**config.mk**
```make
export PLATFORM = sky130hd
export DESIGN_NAME = apb_rr_master
export DESIGN_NICKNAME = d
export VERILOG_FILES = /design/src/rtl/apb_rr_master.sv
export SDC_FILE = /design/constraint.sdc
export NUM_CORES = 1
export LEC_CHECK = 0
export CAP_MARGIN = 20
export CELL_PAD_IN_SITES_DETAIL_PLACEMENT = 1
export CELL_PAD_IN_SITES_GLOBAL_PLACEMENT = 2
export CORE_MARGIN = 2
export CORE_UTILIZATION = 20
export DETAILED_ROUTE_END_ITERATION = 7
export PLACE_DENSITY = 0.76
export RECOVER_POWER = 50
export SLEW_MARGIN = 20
export SYNTH_ARGS = -nofsm -noshare
export SYNTH_HDL_FRONTEND = slang
export SYNTH_SLANG_ARGS = --single-unit
```
**constraint.sdc**
```tcl
create_clock -name PCLK -period 2.35 [get_ports PCLK]
set_input_delay 0.705 -clock PCLK [delete_from_list [all_inputs] [get_ports PCLK]]
set_output_delay 0.705 -clock PCLK [all_outputs]
set_load 0.01 [all_outputs]
```
**src/rtl/apb_rr_master.sv**
```systemverilog
// apb_rr_master
//   Round-robin APB master. It shares one APB slave port among NUM_REQ local
//   requesters. Each requester issues one read or write at a time. The block
//   arbitrates, runs the APB SETUP/ACCESS sequence, absorbs slave wait states,
//   and returns read data and error status to the requester that won.
//
// Ports
//   PCLK, PRESETn             clock, async active-low reset
//   req_valid/write/addr/     per-requester request, packed with requester i
//   wdata/strb                at [i*W +: W]; held stable until req_ready
//   req_ready                 one-hot accept pulse (combinational)
//   rsp_valid                 one-hot 1-cycle completion pulse
//   rsp_rdata, rsp_err        result of the last completed transfer (held)
//   wait_cycles               ACCESS cycles of the last transfer, saturating at 255
//   busy                      transfer in progress (state != IDLE)
//   PSEL..PSTRB, PRDATA,      APB master interface
//   PREADY, PSLVERR
//
// state  | meaning
// -------+-------------------------------------------------------------
// IDLE   | bus idle; every cycle is an arbitration slot
// SETUP  | APB setup phase (PSEL=1, PENABLE=0), always one cycle
// ACCESS | APB access phase; waits for PREADY; the PREADY cycle is a slot

module apb_rr_master #(
  parameter int NUM_REQ    = 4,
  parameter int ADDR_WIDTH = 10,
  parameter int DATA_WIDTH = 32,
  parameter int STRB_WIDTH = DATA_WIDTH / 8
) (
  input  logic                          PCLK,
  input  logic                          PRESETn,
  input  logic [NUM_REQ-1:0]            req_valid,
  input  logic [NUM_REQ-1:0]            req_write,
  input  logic [NUM_REQ*ADDR_WIDTH-1:0] req_addr,
  input  logic [NUM_REQ*DATA_WIDTH-1:0] req_wdata,
  input  logic [NUM_REQ*STRB_WIDTH-1:0] req_strb,
  output logic [NUM_REQ-1:0]            req_ready,
  output logic [NUM_REQ-1:0]            rsp_valid,
  output logic [DATA_WIDTH-1:0]         rsp_rdata,
  output logic                          rsp_err,
  output logic [7:0]                    wait_cycles,
  output logic                          busy,
  output logic                          PSEL,
  output logic                          PENABLE,
  output logic                          PWRITE,
  output logic [ADDR_WIDTH-1:0]         PADDR,
  output logic [DATA_WIDTH-1:0]         PWDATA,
  output logic [STRB_WIDTH-1:0]         PSTRB,
  input  logic [DATA_WIDTH-1:0]         PRDATA,
  input  logic                          PREADY,
  input  logic                          PSLVERR
);

  localparam int PW = $clog2(NUM_REQ);

  typedef enum logic [1:0] {
    IDLE   = 2'd0,
    SETUP  = 2'd1,
    ACCESS = 2'd2
  } state_t;

  state_t state_q, state_d;

  logic [PW-1:0]         ptr_q;
  logic [PW-1:0]         owner_q;
  logic                  psel_q, penable_q, pwrite_q;
  logic [ADDR_WIDTH-1:0] paddr_q;
  logic [DATA_WIDTH-1:0] pwdata_q;
  logic [STRB_WIDTH-1:0] pstrb_q;
  logic [NUM_REQ-1:0]    rsp_valid_q, rsp_valid_d;
  logic [DATA_WIDTH-1:0] rdata_q;
  logic                  err_q;
  logic [7:0]            wait_cnt_q, wait_cnt_d;
  logic [7:0]            wait_cycles_q;
  logic [7:0]            wait_total;

  // Unpacked views of the packed request buses
  logic [ADDR_WIDTH-1:0] addr_arr  [NUM_REQ];
  logic [DATA_WIDTH-1:0] wdata_arr [NUM_REQ];
  logic [STRB_WIDTH-1:0] strb_arr  [NUM_REQ];

  for (genvar g = 0; g < NUM_REQ; g++) begin : g_unpack
    assign addr_arr[g]  = req_addr[g*ADDR_WIDTH +: ADDR_WIDTH];
    assign wdata_arr[g] = req_wdata[g*DATA_WIDTH +: DATA_WIDTH];
    assign strb_arr[g]  = req_strb[g*STRB_WIDTH +: STRB_WIDTH];
  end

  // ---------------------------------------------------------------------------
  // Round-robin search: first valid requester starting one past the pointer.
  // cand is one bit wider than the index so ptr+i never wraps before the
  // explicit modulo-NUM_REQ correction.
  // ---------------------------------------------------------------------------
  logic          win_found;
  logic [PW-1:0] win_idx;
  logic [PW:0]   cand;

  always_comb begin
    win_found = 1'b0;
    win_idx   = '0;
    cand      = '0;
    for (int i = 1; i <= NUM_REQ; i++) begin
      cand = {1'b0, ptr_q} + (PW+1)'(i);
      if (cand >= (PW+1)'(NUM_REQ)) begin
        cand = cand - (PW+1)'(NUM_REQ);
      end
      if (!win_found && req_valid[cand[PW-1:0]]) begin
        win_found = 1'b1;
        win_idx   = cand[PW-1:0];
      end
    end
  end

  logic done;
  logic slot;
  logic grant;

  assign done  = (state_q == ACCESS) && PREADY;
  assign slot  = (state_q == IDLE) || done;
  assign grant = slot && win_found;

  // Gated with PRESETn so no requester sees an accept while the block is held
  // in reset.
  always_comb begin
    req_ready = '0;
    if (PRESETn && grant) begin
      req_ready[win_idx] = 1'b1;
    end
  end

  // ---------------------------------------------------------------------------
  // FSM next state
  // ---------------------------------------------------------------------------
  always_comb begin
    state_d = state_q;
    unique case (state_q)
      IDLE:    if (win_found) state_d = SETUP;
      SETUP:   state_d = ACCESS;
      ACCESS:  if (PREADY) state_d = win_found ? SETUP : IDLE;
      default: state_d = IDLE;
    endcase
  end

  // ---------------------------------------------------------------------------
  // Wait counter and completion pulse
  // ---------------------------------------------------------------------------
  assign wait_total = (wait_cnt_q == 8'hFF) ? 8'hFF : wait_cnt_q + 8'd1;

  always_comb begin
    wait_cnt_d = wait_cnt_q;
    if (state_q == SETUP) begin
      wait_cnt_d = '0;
    end else if (state_q == ACCESS) begin
      wait_cnt_d = wait_total;
    end
  end

  always_comb begin
    rsp_valid_d = '0;
    if (done) begin
      rsp_valid_d[owner_q] = 1'b1;
    end
  end

  // ---------------------------------------------------------------------------
  // Registers
  // ---------------------------------------------------------------------------
  always_ff @(posedge PCLK or negedge PRESETn) begin
    if (!PRESETn) begin
      state_q       <= IDLE;
      ptr_q         <= PW'(NUM_REQ - 1);
      owner_q       <= '0;
      psel_q        <= 1'b0;
      penable_q     <= 1'b0;
      pwrite_q      <= 1'b0;
      paddr_q       <= '0;
      pwdata_q      <= '0;
      pstrb_q       <= '0;
      rsp_valid_q   <= '0;
      rdata_q       <= '0;
      err_q         <= 1'b0;
      wait_cnt_q    <= '0;
      wait_cycles_q <= '0;
    end else begin
      state_q     <= state_d;
      psel_q      <= (state_d != IDLE);
      penable_q   <= (state_d == ACCESS);
      rsp_valid_q <= rsp_valid_d;
      wait_cnt_q  <= wait_cnt_d;

      // Address/data change only on a grant, so they hold through SETUP and
      // every ACCESS cycle, and keep their last values in IDLE.
      if (grant) begin
        ptr_q    <= win_idx;
        owner_q  <= win_idx;
        pwrite_q <= req_write[win_idx];
        paddr_q  <= addr_arr[win_idx];
        pwdata_q <= req_write[win_idx] ? wdata_arr[win_idx] : '0;
        pstrb_q  <= req_write[win_idx] ? strb_arr[win_idx]  : '0;
      end

      if (done) begin
        rdata_q       <= pwrite_q ? '0 : PRDATA;
        err_q         <= PSLVERR;
        wait_cycles_q <= wait_total;
      end
    end
  end

  assign PSEL        = psel_q;
  assign PENABLE     = penable_q;
  assign PWRITE      = pwrite_q;
  assign PADDR       = paddr_q;
  assign PWDATA      = pwdata_q;
  assign PSTRB       = pstrb_q;
  assign rsp_valid   = rsp_valid_q;
  assign rsp_rdata   = rdata_q;
  assign rsp_err     = err_q;
  assign wait_cycles = wait_cycles_q;
  assign busy        = (state_q != IDLE);

endmodule
```
Word level (Yosys, flattened, before mapping)
Index checks and enable logic that the tools add are counted.
Word-level totals
  bits in writable memories: 0
  output and inout bits: 99
  input port bits: 228
  memories: 0
  flip-flop bits (word level): 108
  ROM bits: 0
  bits in latches: 0
  word-level logic and storage cells: 104
Operators by class
  add/sub/neg operators: 9
  multiplexer cells: 47
  reductions and logical operators: 16
  shifts and indexed selects: 0
  $mul: 0
  divide/modulo/power cells: 0
  bitwise gates (word level): 1
  equal/unequal tests: 4
  order comparisons: 13
Operators with widths (count)
  $mux W32: 4
  $bmux W32 S2: 1
  $mux W8: 3
  $bmux W10 S2: 1
  $mux W10: 2
  $mux W2: 10
  $mux W4: 5
  $lt A2 B3 Y1 const B: 6
  $ge A3 B3 Y1 const B: 5
  $mux W1: 12
  $bmux W1 S2: 5
  $add A8 B1 Y8 const B: 1
  $bmux W4 S2: 1
  $eq A8 B8 Y1 const B: 1
  $logic_and A1 B1 Y1: 8
  $sub A2 B1 Y2 const B: 4
  $add A2 B2 Y3 const B: 2
  $pmux W2 S3: 1
  $reduce_bool A2 Y1: 3
  $demux W1 S2: 2
  $eq A2 B2 Y1 const B: 2
  $ge A2 B1 Y1 const B: 2
  $add A2 B1 Y3 const B: 1
  $add A2 B3 Y3 const B: 1
  other kinds (5): 7

Depth between registers and ports, before layout
  depth in word-level cells: 20
  mapped depth: 9
  mapped depth without buffers: 8

Worst setup path after synthesis
No wires, ideal clock.
  path kind: input to output
  from: in req_valid[2]
  to: out req_ready[1]
  setup slack: -0.210 ns
  buffers on the path: 1
  stages on the path: 5
  arrival: 1.855 ns
  cell sequence: nand2b_1 > a21boi_1 > o21ai_2 > buf_2 > nor3b_1
Between the ends
  cells in the longest elaborated chain, start to end: 17
  elaborated cells between the ends (all ways): 30
  those cells by class: order compare: 2; mux: 19; reduce/logical: 9
Ends and longest elaborated chain
  start, declared: RTL line 33  | input logic [NUM_REQ-1:0] req_valid,
  $bmux W1 S2: RTL line 107  | if (!win_found && req_valid[cand[PW-1:0]]) begin
  $mux W1 (implied by the code): RTL line 107
  $mux W1: RTL line 107
  $logic_not A1 Y1: RTL line 107
  $logic_and A1 B1 Y1: RTL line 107
  $mux W1: RTL line 107
  $logic_not A1 Y1: RTL line 107
  $logic_and A1 B1 Y1: RTL line 107
  $mux W1: RTL line 107
  $logic_not A1 Y1: RTL line 107
  $logic_and A1 B1 Y1: RTL line 107
  $mux W2: RTL line 107
  $lt A2 B3 Y1 (implied by the code) / $ge A2 B1 Y1 (equally long branches): RTL line 127  | req_ready[win_idx] = 1'b1;
  $logic_and A1 B1 Y1 (implied by the code): RTL line 127
  $mux W1 (implied by the code): RTL line 127
  $demux W1 S2: RTL line 127
  $mux W4 *: RTL line 126  | if (PRESETn && grant) begin
  end, declared: RTL line 38  | output logic [NUM_REQ-1:0] req_ready,
Mark *: on every way between the ends. The rest lies on a longest branch, timed or not. The select of a mux whose other input is x is not followed.

Worst setup path in the final report
  from: reg ptr_q[1]
  to: out req_ready[2]
Between the ends
  cells in the longest elaborated chain, start to end: 20
  elaborated cells between the ends (all ways): 46
  those cells by class: add/sub: 8; order compare: 6; mux: 23; reduce/logical: 9
Ends and longest elaborated chain
  start, declared: RTL line 65  | logic [PW-1:0] ptr_q;
  start signal, assigned: RTL line 171  | ptr_q <= PW'(NUM_REQ - 1);
  start signal, assigned: RTL line 194  | ptr_q <= win_idx;
  $add A2 B1 Y3: RTL line 103  | cand = {1'b0, ptr_q} + (PW+1)'(i);
  $ge A3 B3 Y1 / $sub A2 B1 Y2 (equally long branches): RTL line 104, 105
  $mux W2: RTL line 104  | if (cand >= (PW+1)'(NUM_REQ)) begin
  $bmux W1 S2: RTL line 107
  $mux W1 (implied by the code): RTL line 107
  $mux W1: RTL line 107
  $logic_not A1 Y1: RTL line 107
  $logic_and A1 B1 Y1: RTL line 107
  [... 4 more ...]
  $logic_not A1 Y1: RTL line 107
  $logic_and A1 B1 Y1: RTL line 107
  $mux W2: RTL line 107
  $lt A2 B3 Y1 (implied by the code) / $ge A2 B1 Y1 (equally long branches): RTL line 127
  $logic_and A1 B1 Y1 (implied by the code): RTL line 127
  $mux W1 (implied by the code): RTL line 127
  $demux W1 S2: RTL line 127
  $mux W4 *: RTL line 126
Marked as above.

==> flow_metrics.env <==
export IMPL_status="finished with violations"
export IMPL_violations="capacitance limit, slew limit, setup timing"
export IMPL_track_usage_pct=15.63
export IMPL_min_path_type="reg2reg"
export IMPL_rr_startpoint="ptr_q[1]"
export IMPL_grt_overflow=0
export IMPL_dp_cells=1134
export IMPL_power_density_nw_per_um2=1053
export IMPL_antenna_found_initial=2
export IMPL_p_clk_share_pct=14.9
export IMPL_skew_ns=0.01313
export IMPL_start_util_pct=20.39
export IMPL_io_pins=327
export IMPL_fp_row_count=60
export IMPL_synthArstFlopShare_pct=100.0
export IMPL_place_congestion=0.7666
export IMPL_r2r_cells=10
export IMPL_switching_share_pct=35.97
export IMPL_wl_per_cell_um=19.73
export IMPL_relSlewSlack_pct=-1.709
export IMPL_highest_layer="met5"
export IMPL_drc=0
export IMPL_reg2reg_slack_ns=-0.02
export IMPL_internal_power_w=0.006640
export IMPL_setup_viol=19
export IMPL_rsz0062_at_grt="yes"
export IMPL_nFillCells=2949
export IMPL_synth_top_area_cell="dfrtp_1"
export IMPL_synth_ff_type="dfrtp_1"
export IMPL_hpwlAfterDp_mm=17.56
export IMPL_drtIter0Drc=265
export IMPL_power_frac_seq_pct=29.2
export IMPL_firstDrtPassIters=4
export IMPL_worst_ep_required_time_ns=1.64
export IMPL_leakagePower_nw=4.144
export IMPL_die_width_um=170.0
export IMPL_final_cells=1158
export IMPL_netlist_area_leader_share_pct=48.13
export IMPL_ir_drop_v=0.0006762
export IMPL_hold_end="rsp_rdata[21]"
export IMPL_met3_wirelength_mm=1.547
export IMPL_finalNetCount=1046
export IMPL_cts_max_level=3
export IMPL_syn2layout_area_growth_pct=78.77
export IMPL_ant_nets=0
export IMPL_switchingPower_w=0.003731
export IMPL_cts_tree="done"
export IMPL_start_kind="flop"
export IMPL_cts_made_buffers=9
export IMPL_grt_pass1_vias=5599
export IMPL_r2r_end="PWDATA[25]"
export IMPL_min_period_over_period_pct=108.8
export IMPL_worst_slew_pin_slew_ns=1.526
export IMPL_hold_viol=0
export IMPL_setup_ws_ns=-0.2059
export IMPL_drv_slew=65
export IMPL_fin_crit_ns=2.556
export IMPL_yosysMostFrequentCell="dfrtp_1"
export IMPL_synth_warnings=0
export IMPL_synth_edf_count=0
export IMPL_grt_max_degree=65
export IMPL_synth_ff_latch_count=108
export IMPL_hold_start="rsp_rdata[21]"
export IMPL_wl_mm=22.85
export IMPL_synth_seq_area_share_pct=49.08
export IMPL_met1_length_mm=9.689
export IMPL_maxCapViolations=1
export IMPL_io_buffers=326
export IMPL_arrival_ns=1.85
export IMPL_max_freq_mhz=391.2
export IMPL_layout_drive_gt1_share_pct=15.56
export IMPL_grt_pass1_wl_mm=33.92
export IMPL_combPwrFrac_pct=55.9
export IMPL_via_count=5221
export IMPL_clockBufferDepth=2
export IMPL_synth_cell_area_um2=5512
export IMPL_fin_util_pct=36.46
export IMPL_clock_sinks=108
export IMPL_ys_types=39
export IMPL_die_h_um=170.0
export IMPL_via_per_inst=4.509
export IMPL_die_area_um2=28900
export IMPL_clock_latency_ns=0.36
export IMPL_total_power_w=0.01037
export IMPL_crit_fanout=6
export IMPL_syn_inst=469
export IMPL_synth_avg_cell_area_um2=11.75
export IMPL_route_met2_wl_mm=11.10
export IMPL_cp_end_kind="output pin"
export IMPL_core_area_um2=27030
export IMPL_holdBufCountCts=0
export IMPL_criticalPathCategory="reg2out"
export IMPL_hold_depth=2
export IMPL_synthTopCellsByCount="dfrtp_1 (106), nand2_1 (89), a22o_1 (36), mux4_2 (36), nand3b_1 (32)"
export IMPL_syn_nets=702
export IMPL_cts_root_buf="clkbuf_16"
export IMPL_clk_pin_slew_ns=0.08
export IMPL_ys_top_cells_by_area="dfrtp_1 (48%), mux4_2 (15%), nand2_1 (6.1%)"
cell type report:
type / count / area [µm²] / share of cell area [%]
inverters: 6 / 22.52 / 0.2286
diodes: 1 / 2.502 / 0.02540
flip-flops and latches: 108 / 2705 / 27.45
clock inverters: 4 / 52.55 / 0.5333
clock buffers: 10 / 229.0 / 2.324
multi-input cells: 319 / 2761 / 28.03
well taps: 341 / 426.7 / 4.330
repair buffers: 369 / 3654 / 37.08
logic make-up (layout without fill, tap and decap cells):
| kind of cell | after synthesis | after routing | share of synthesized area, % |
|---|---|---|---|
| and+or+nand+nor | 161 | 161 | 14.19 |
| DFF | 108 | 108 | 49.08 |
| muxes | 60 | 60 | 19.09 |
| adders and majority gates | 5 | 5 | 1.135 |
| xor gates and xnor gates | 4 | 4 | 0.6356 |
| other | 0 | 1 | 0 |
| AOI/OAI and AO/OA | 89 | 89 | 12.37 |
| buffers and inverters | 42 | 389 | 3.496 |
worst max-delay path by stage:
stage / start / endpoint / cells past startpoint
after floorplan: req_valid[2] / req_ready[1] / 5
after global placement: req_valid[0] / req_ready[0] / 7
after detailed placement: req_valid[0] / req_ready[0] / 7
after CTS: ptr_q[1] / req_ready[2] / 6
after global routing: ptr_q[1] / req_ready[2] / 6
final: ptr_q[1] / req_ready[2] / 6
metrics by stage:
step	area [µm²]	hold slack, ns	setup WS [ns]	TNS [ns]
6_report	9853	0.4649	-0.2059	-0.8258
5_1_grt	9853	0.4957	-0.3056	-7.628
4_1_cts	9837	0.4727	-0.1927	-0.6695
3_5_place_dp	9355	0.4547	-1.021	-41.24
3_3_place_gp	9355	0.4492	-0.9664	-36.42
2_1_floorplan	5545	0.4094	0.008207	0
power groups by stage:
stage                     clock network, W  registers [W]  logic [W]
after floorplan                          0        0.00326    0.00263
after global placement                   0        0.00304    0.00550
after detailed placement                 0        0.00305    0.00559
after CTS                          0.00163        0.00304    0.00589
after global routing               0.00169        0.00314    0.00634
final                              0.00154        0.00303    0.00580
state kept, by name (all words and copies together) (netlist names):
signal       cells
wait_cycles      8
PSTRB            4
rsp_valid        4
state_q          2
PSEL             1
wait_cnt_q       8
rsp_err          1
PADDR           10
rsp_rdata       32
owner_q          2
PWDATA          32
ptr_q            2
PENABLE          1
PWRITE           1
repair_timing:
item | in CTS | in global routing
setup endpoints to repair | 52 | 42
gates cloned | 1 | 0
buffers inserted | 7 | 1
resized for setup | 60 | 6
pin swaps | 6 | 2
cell usage in the layout, fill, tap and decap left out, drive strengths merged, types with 3 or more instances in the layout:
cell and n:
mux4 36, xnor2 4, nand2 89, nand3b 32, nor3 3, clkdlybuf4s15 3, a31oi 8, o21ai 6
a21oi 17, clkbuf 14, o22ai 3, clkinvlp 3, buf 44, dfrtp 106, mux2i 23, a31o 4
a22o 36, a21o 3, clkdlybuf4s50 315, nor2 14, and3 6, inv 6, nand3 5, nand2b 6
ha 5, o221ai 10
critical path: stages, from the launching register on:
cell and delay [ns]:
dfstp_2 0.63, mux2i_1 0.23, o22a_1 0.22, o21ai_4 0.10
buf_6 0.13, nor2_2 0.06, buf_2 0.12
per-layer routing:
metal | track usage [%] | vias up
li1 | - | 2420
met1 | 19.91 | 2565
met2 | 25.73 | 209
met3 | 3.860 | 25
met4 | 5.686 | 2
met5 | 0 | -
(Power assumes the default switching activity.)
==> patch 1, RTL diff (same settings) <==
Re-encode `state_t` (3 states) as one-hot, 3 bits wide.
--- a/src/rtl/apb_rr_master.sv
+++ b/src/rtl/apb_rr_master.sv
@@ -55,8 +55,8 @@
   localparam int PW = $clog2(NUM_REQ);
 
-  typedef enum logic [1:0] {
-    IDLE   = 2'd0,
-    SETUP  = 2'd1,
-    ACCESS = 2'd2
+  typedef enum logic [2:0] {
+    IDLE   = 3'b001,
+    SETUP  = 3'b010,
+    ACCESS = 3'b100
   } state_t;
 
Check against the original RTL: no difference found for any inputs over 4 cycles, from zero or initial values and one cycle with PRESETn low; so few cycles prove little.
==> patch 1 against the unedited design <==
Count of clock-buffer cells in the layout decreased by 1; first-iteration DRC count increased by 28%; total power increased by 16%; core utilization decreased by 0.63 points; worst setup slack got worse by 0.045 ns; design area increased by 14%; synthesized cell count increased by 58%; the flow finishes with violations (setup timing); area after synthesis increased by 16%; sequential cell count increased by 1; combinational power increased by 24%; routed wire length increased by 26%; via count increased by 34%.
==> patch 1: results (changes against the unedited design) <==
{| class="wikitable"
! Metric !! Value
|-
| Status || finished with violations (unchanged)
|-
| Violated checks || setup timing (was capacitance limit, slew limit, setup timing)
|-
| Met3 layer usage reported by global route || 5.388% (was 3.860%)
|-
| Leading post-synthesis cells by cell area || sky130_fd_sc_hd__dfrtp_1, sky130_fd_sc_hd__a211oi_1, sky130_fd_sc_hd__nand2_1, sky130_fd_sc_hd__inv_1, sky130_fd_sc_hd__o31ai_1 (was sky130_fd_sc_hd__dfrtp_1, sky130_fd_sc_hd__mux4_2, sky130_fd_sc_hd__nand2_1, sky130_fd_sc_hd__a22o_1, sky130_fd_sc_hd__nand3b_1)
|-
| Share of the yosys chip area belonging to registers || 42.80% (was 49.08%)
|-
| Fraction of power spent switching nets || 41.04% (was 35.97%)
|-
| Leakage dissipation || 4.731 nW (was 4.144 nW)
|-
| Clock transition at the registers of the reported paths || 0.08 ns (about the same)
|-
| Worst-path fanout max || 6 (unchanged)
|-
| Antenna violations before repair || 3 (was 2)
|-
| Final-report setup violation count || 41 (was 19)
|-
| Number of global-route vias before repair || 7316 (was 5599)
|-
| Wire length of the first global-routing pass || 43.31 mm (was 33.92 mm)
|-
| Final HPWL from detailed placement || 20.79 mm (was 17.56 mm)
|-
| Peak supply drop || 0.4328 mV (was 0.6762 mV)
|-
| Fraction of final layout cells sized beyond drive strength 1 || 13.91% (was 15.56%)
|-
| Via/cell ratio || 4.727 (was 4.509)
|-
| Worst relative slew slack || 48.29% (was -1.709%)
|-
| PnR worst setup slack || -0.2511 ns (was -0.2059 ns)
|-
| Distinct cell type count of the synthesized netlist || 43 (was 39)
|-
| Total combinational power || 0.00718 W (was 0.00580 W)
|-
| Arrival @ worst endpoint || 2.83 ns (was 1.85 ns)
|-
| Clock Latency Late Sink || 0.37 ns
|-
| Sequential group share of total power || 25.3% (was 29.2%)
|-
| GRT Resource Usage Total || 16.74% (was 15.63%)
|-
| Final WL || 28.89 mm (was 22.85 mm)
|-
| Met2 track utilization from global routing || 28.33% (was 25.73%)
|-
| Delay of the slowest cell on the worst path || 0.63 ns (about the same)
|-
| Post-Synthesis Net Count || 969 (was 702)
|-
| Cell at the root of the clock tree || sky130_fd_sc_hd__clkbuf_16 (unchanged)
|-
| 1st-iter DRT viols || 338 (was 265)
|-
| Worst clock skew || 0.01892 ns (was 0.01313 ns)
|-
| Hold WC Path Type || reg -> reg (unchanged)
|-
| Met1 global-route usage || 20.41% (was 19.91%)
|-
| Net count of the finished layout || 1295 (was 1046)
|-
| Routability congestion estimate || 0.8220 (was 0.7666)
|-
| Leading post-synthesis cells by instance count || sky130_fd_sc_hd__a211oi_1, sky130_fd_sc_hd__nand2_1, sky130_fd_sc_hd__dfrtp_1 (was sky130_fd_sc_hd__dfrtp_1, sky130_fd_sc_hd__nand2_1, sky130_fd_sc_hd__a22o_1, sky130_fd_sc_hd__mux4_2, sky130_fd_sc_hd__nand3b_1)
|-
| Setup total negative slack || -9.204 ns (was -0.8258 ns)
|-
| First-pass iteration count of the detailed router || 6 (was 4)
|}
==> patch 1: cell types whose count changed in the layout (fill, tap and decap cells not counted), moves of 7 or more <==
cell,before,now
sky130_fd_sc_hd__a211oi_1,0,149
sky130_fd_sc_hd__a22o_1,36,1
sky130_fd_sc_hd__buf_4,29,36
sky130_fd_sc_hd__inv_1,3,75
sky130_fd_sc_hd__mux4_2,36,0
sky130_fd_sc_hd__nand2_1,88,116
sky130_fd_sc_hd__nor2_1,13,33
sky130_fd_sc_hd__o221ai_1,10,0
sky130_fd_sc_hd__o31ai_1,0,11
sky130_fd_sc_hd__o31ai_2,0,19
sky130_fd_sc_hd__o31ai_4,0,7
==> patch 1: repair_timing <==
item	4_1_cts	5_1_grt
resized for setup	50	66
pin swaps	7	14
gates cloned	1	4
buffers inserted	5	4
endpoints found under the setup margin	56	52
==> patch 1: cell families (layout without fill, tap and decap cells) <==
group                      after synthesis  count (layout)  synth area share (%)
muxes                                   24              24                 3.863
and+or+nand+nor                        217             217                 15.80
xor gates and xnor gates                 2               2                0.2746
AOI/OAI and AO/OA                      240             240                 27.86
other                                    0               2                     0
adders and majority gates                1               1                0.1960
DFF                                    109             109                 42.80
buffers and inverters                  147             478                 9.196
==> patch 1: area by class of cell <==
class,instances,area (sq um)
Tap cell,402,503.0
Multi-Input combinational cell,484,3490
Inverter,77,294.0
Antenna cell,2,5.005
Fill cell,3583,20200
Sequential cell,109,2731
Clock inverter,7,117.6
Timing Repair Buffer,385,3911
Clock buffer,9,225.2
==> patch 1: path summary, 6_finish.rpt <==
check	cells after the start	from	slack, ns	to
worst max-delay path	10	ptr_q[1]	-0.25	PWDATA[8]
worst min-delay path	2	rsp_rdata[10]	0.47	rsp_rdata[10]
worst max register to register	10	ptr_q[1]	-0.25	PWDATA[8]
worst min register to register	2	rsp_rdata[10]	0.47	rsp_rdata[10]
max in group asynchronous	3	PRESETn	0.53	wait_cnt_q[2]
min in group asynchronous	2	PRESETn	0.48	ptr_q[0]
==> patch 1: per-layer routing <==
layer | wire [microns] | part of all wire (%)
met4 | 495 | 1.7
met1 | 12060 | 42
met3 | 2257 | 7.8
met2 | 14060 | 49
met5 | 13 | 0.045
==> patch 1: through the flow <==
step / instances / power (W) / area [sq um] / setup WS [ns]
after detailed placement: 1444 / 0.009362 / 10390 / -1.026
final: 1475 / 0.01200 / 11280 / -0.2511
after global placement: 1444 / 0.009229 / 10390 / -1.023
after CTS: 1466 / 0.01143 / 10860 / -0.2576
after global routing: 1474 / 0.01286 / 11270 / -0.3166
after floorplan: 740 / 0.006240 / 6535 / -0.02843
==> patch 1: worst max-delay path, delay by kind of cell, from the launching register on <==
kind / cells / cell delay [ns]
AO/OA/AOI/OAI: 4 / 0.80
multiplexers: 1 / 0.30
flip-flops: 1 / 0.63
buffers and inverters: 5 / 0.75
==> patch 2, RTL diff (same settings) <==
Made on the original files. Change the parameter `DATA_WIDTH` from 32 to 28.
--- a/src/rtl/apb_rr_master.sv
+++ b/src/rtl/apb_rr_master.sv
@@ -26,5 +26,5 @@
   parameter int NUM_REQ    = 4,
   parameter int ADDR_WIDTH = 10,
-  parameter int DATA_WIDTH = 32,
+  parameter int DATA_WIDTH = 28,
   parameter int STRB_WIDTH = DATA_WIDTH / 8
 ) (
Interface: changed (6 resized); port bits go from 327 to 294. The function was not compared with the original's and may differ.
==> patch 2 against the unedited design <==
The run still ends with capacitance limit, slew limit, setup timing left; design area down 8.4%; first-iteration DRC count down 44%; sequential cell count down 9; routed wire length down 13%; clock skew down 0.0037 ns; worst setup slack better by 0.032 ns; largest cell class unchanged; area after synthesis down 8.0%; total power down 7.8%.
==> patch 2: results (changes against the unedited design) <==
{| class="wikitable"
! Metric !! Value
|-
| Share of synthesized area spent on multiplexers || 18.52% (was 19.09%)
|-
| Final-report setup violation count || 35 (was 19)
|-
| Synth Area in Adders || 1.233% (was 1.135%)
|-
| First-pass iteration count of the detailed router || 6 (was 4)
|-
| Routed length per instance || 18.56 microns (was 19.73 microns)
|-
| Routability congestion estimate || 0.7323 (was 0.7666)
|-
| Leading post-synthesis cells by instance count || sky130_fd_sc_hd__dfrtp_1, sky130_fd_sc_hd__nand2_1, sky130_fd_sc_hd__a22o_1, sky130_fd_sc_hd__mux4_2, sky130_fd_sc_hd__nand3b_1 (unchanged)
|-
| Pre-CTS worst setup slack || -1.016 ns (was -1.021 ns)
|-
| Post-synthesis xor/xnor area fraction || 0.6907% (was 0.6356%)
|-
| Worst Max-Slew Pin Slew || 1.619 ns (was 1.526 ns)
|-
| Capturing point of the worst reg2reg path || PWDATA[19] (was PWDATA[25])
|-
| Met1 global-route usage || 18.89% (was 19.91%)
|-
| Peak supply drop || 0.4057 mV (was 0.6762 mV)
|-
| GRT Resource Usage Total || 14.95% (was 15.63%)
|-
| Number of global-route vias before repair || 5201 (was 5599)
|-
| Leakage dissipation || 3.796 nW (was 4.144 nW)
|-
| Worst-case reg-to-reg path depth || 9 (was 10)
|-
| PnR worst setup slack || -0.1741 ns (was -0.2059 ns)
|-
| Antenna cell count || 0 (was 1)
|-
| Max-slew violation count || 62 (was 65)
|-
| Maximum number of pins on one net before global-route repair || 62 (was 65)
|-
| Fraction of final layout cells sized beyond drive strength 1 || 15.42% (was 15.56%)
|-
| Fraction of power spent switching nets || 36.30% (was 35.97%)
|-
| Max-cap violations || 1 (unchanged)
|-
| Status || finished with violations (unchanged)
|-
| Setup slack on the worst flop-to-flop path || -0.12 ns (was -0.02 ns)
|-
| Share of the synthesized area in compound gates (AO/OA/AOI/OAI) || 12.58% (was 12.37%)
|-
| Net count of the finished layout || 950 (was 1046)
|-
| Arrival @ worst endpoint || 1.82 ns (was 1.85 ns)
|-
| Final HPWL from detailed placement || 15.08 mm (was 17.56 mm)
|-
| Antenna violations before repair || 1 (was 2)
|-
| Met2 track utilization from global routing || 25.34% (was 25.73%)
|-
| Violated checks || capacitance limit, slew limit, setup timing (unchanged)
|-
| Worst-path fanout max || 4 (was 6)
|-
| Leading post-synthesis cells by cell area || sky130_fd_sc_hd__dfrtp_1, sky130_fd_sc_hd__mux4_2, sky130_fd_sc_hd__nand2_1, sky130_fd_sc_hd__a22o_1, sky130_fd_sc_hd__mux2i_1 (was sky130_fd_sc_hd__dfrtp_1, sky130_fd_sc_hd__mux4_2, sky130_fd_sc_hd__nand2_1, sky130_fd_sc_hd__a22o_1, sky130_fd_sc_hd__nand3b_1)
|}
-- patch 2: changes by cell type after synthesis, moves of 2 or more --
| cell | delta |
|---|---|
| sky130_fd_sc_hd__dfrtp_1 | -9 |
| sky130_fd_sc_hd__mux4_2 | -5 |
| sky130_fd_sc_hd__a31oi_1 | -2 |
| sky130_fd_sc_hd__a22o_1 | -5 |
| sky130_fd_sc_hd__buf_4 | +2 |
| sky130_fd_sc_hd__nand3b_1 | -4 |
| sky130_fd_sc_hd__clkbuf_1 | -3 |
| sky130_fd_sc_hd__nand2_1 | -9 |
-- patch 2: per-layer routing --
| metal | share of wire, % | routed length (microns) |
|---|---|---|
| met1 | 42 | 8471 |
| met2 | 49 | 9770 |
| met3 | 7.5 | 1495 |
| met4 | 1.1 | 214 |
| met5 | 0.075 | 15 |
-- patch 2: power by group through the flow --
stage | clock, W | combinational [W] | sequential [W]
floorplan | 0 | 0.00245 | 0.00299
global placement | 0 | 0.00512 | 0.00276
detailed placement | 0 | 0.00517 | 0.00278
CTS | 0.00151 | 0.00549 | 0.00276
global route | 0.00157 | 0.00586 | 0.00284
finish | 0.00143 | 0.00538 | 0.00275
-- patch 2: metrics by stage --
stage,setup TNS (ns),cells,cell area (sq um),util [%],total power (W)
after floorplan,-0.1148,435,5127,-,0.005438
after CTS,-3.599,1076,9019,36.02,0.009756
final,-2.917,1076,9025,36.05,0.009563
after global routing,-7.362,1076,9025,36.05,0.01027
after detailed placement,-31.86,1053,8569,34.23,0.007953
after global placement,-30.17,1053,8569,34.23,0.007873
-- patch 2: cell type report --
cell class | instances | area [sq um]
Tap cell | 330 | 412.9
Inverter | 6 | 25.02
Clock buffer | 13 | 250.2
Fill cell | 2805 | 16010
Sequential cell | 99 | 2481
Timing Repair Buffer | 328 | 3268
Clock inverter | 3 | 23.77
Multi-Input combinational cell | 297 | 2564
-- patch 2: how the worst max path moves through the flow --
stage	cells after the start	end	slack [ns]
final	7	req_ready[1]	-0.17
after detailed placement	6	req_ready[0]	-1.02
after CTS	8	req_ready[1]	-0.19
after global placement	6	req_ready[0]	-0.95
after global routing	8	req_ready[1]	-0.28
after floorplan	6	req_ready[1]	-0.06
-- patch 2: what timing repair did --
action	in CTS	in global routing
cloned	1	0
setup endpoints to repair	37	36
resized for setup	64	4
pin swaps	11	2
buffers inserted	6	1
-- patch 2: worst max-delay path, stage by stage, from the launching register on --
cell                      delay, ns
sky130_fd_sc_hd__dfstp_2       0.59
sky130_fd_sc_hd__buf_6         0.12
sky130_fd_sc_hd__a21oi_4       0.05
sky130_fd_sc_hd__a31oi_4       0.16
sky130_fd_sc_hd__a21oi_4       0.09
sky130_fd_sc_hd__buf_6         0.14
sky130_fd_sc_hd__nor3b_4       0.16
sky130_fd_sc_hd__buf_2         0.17
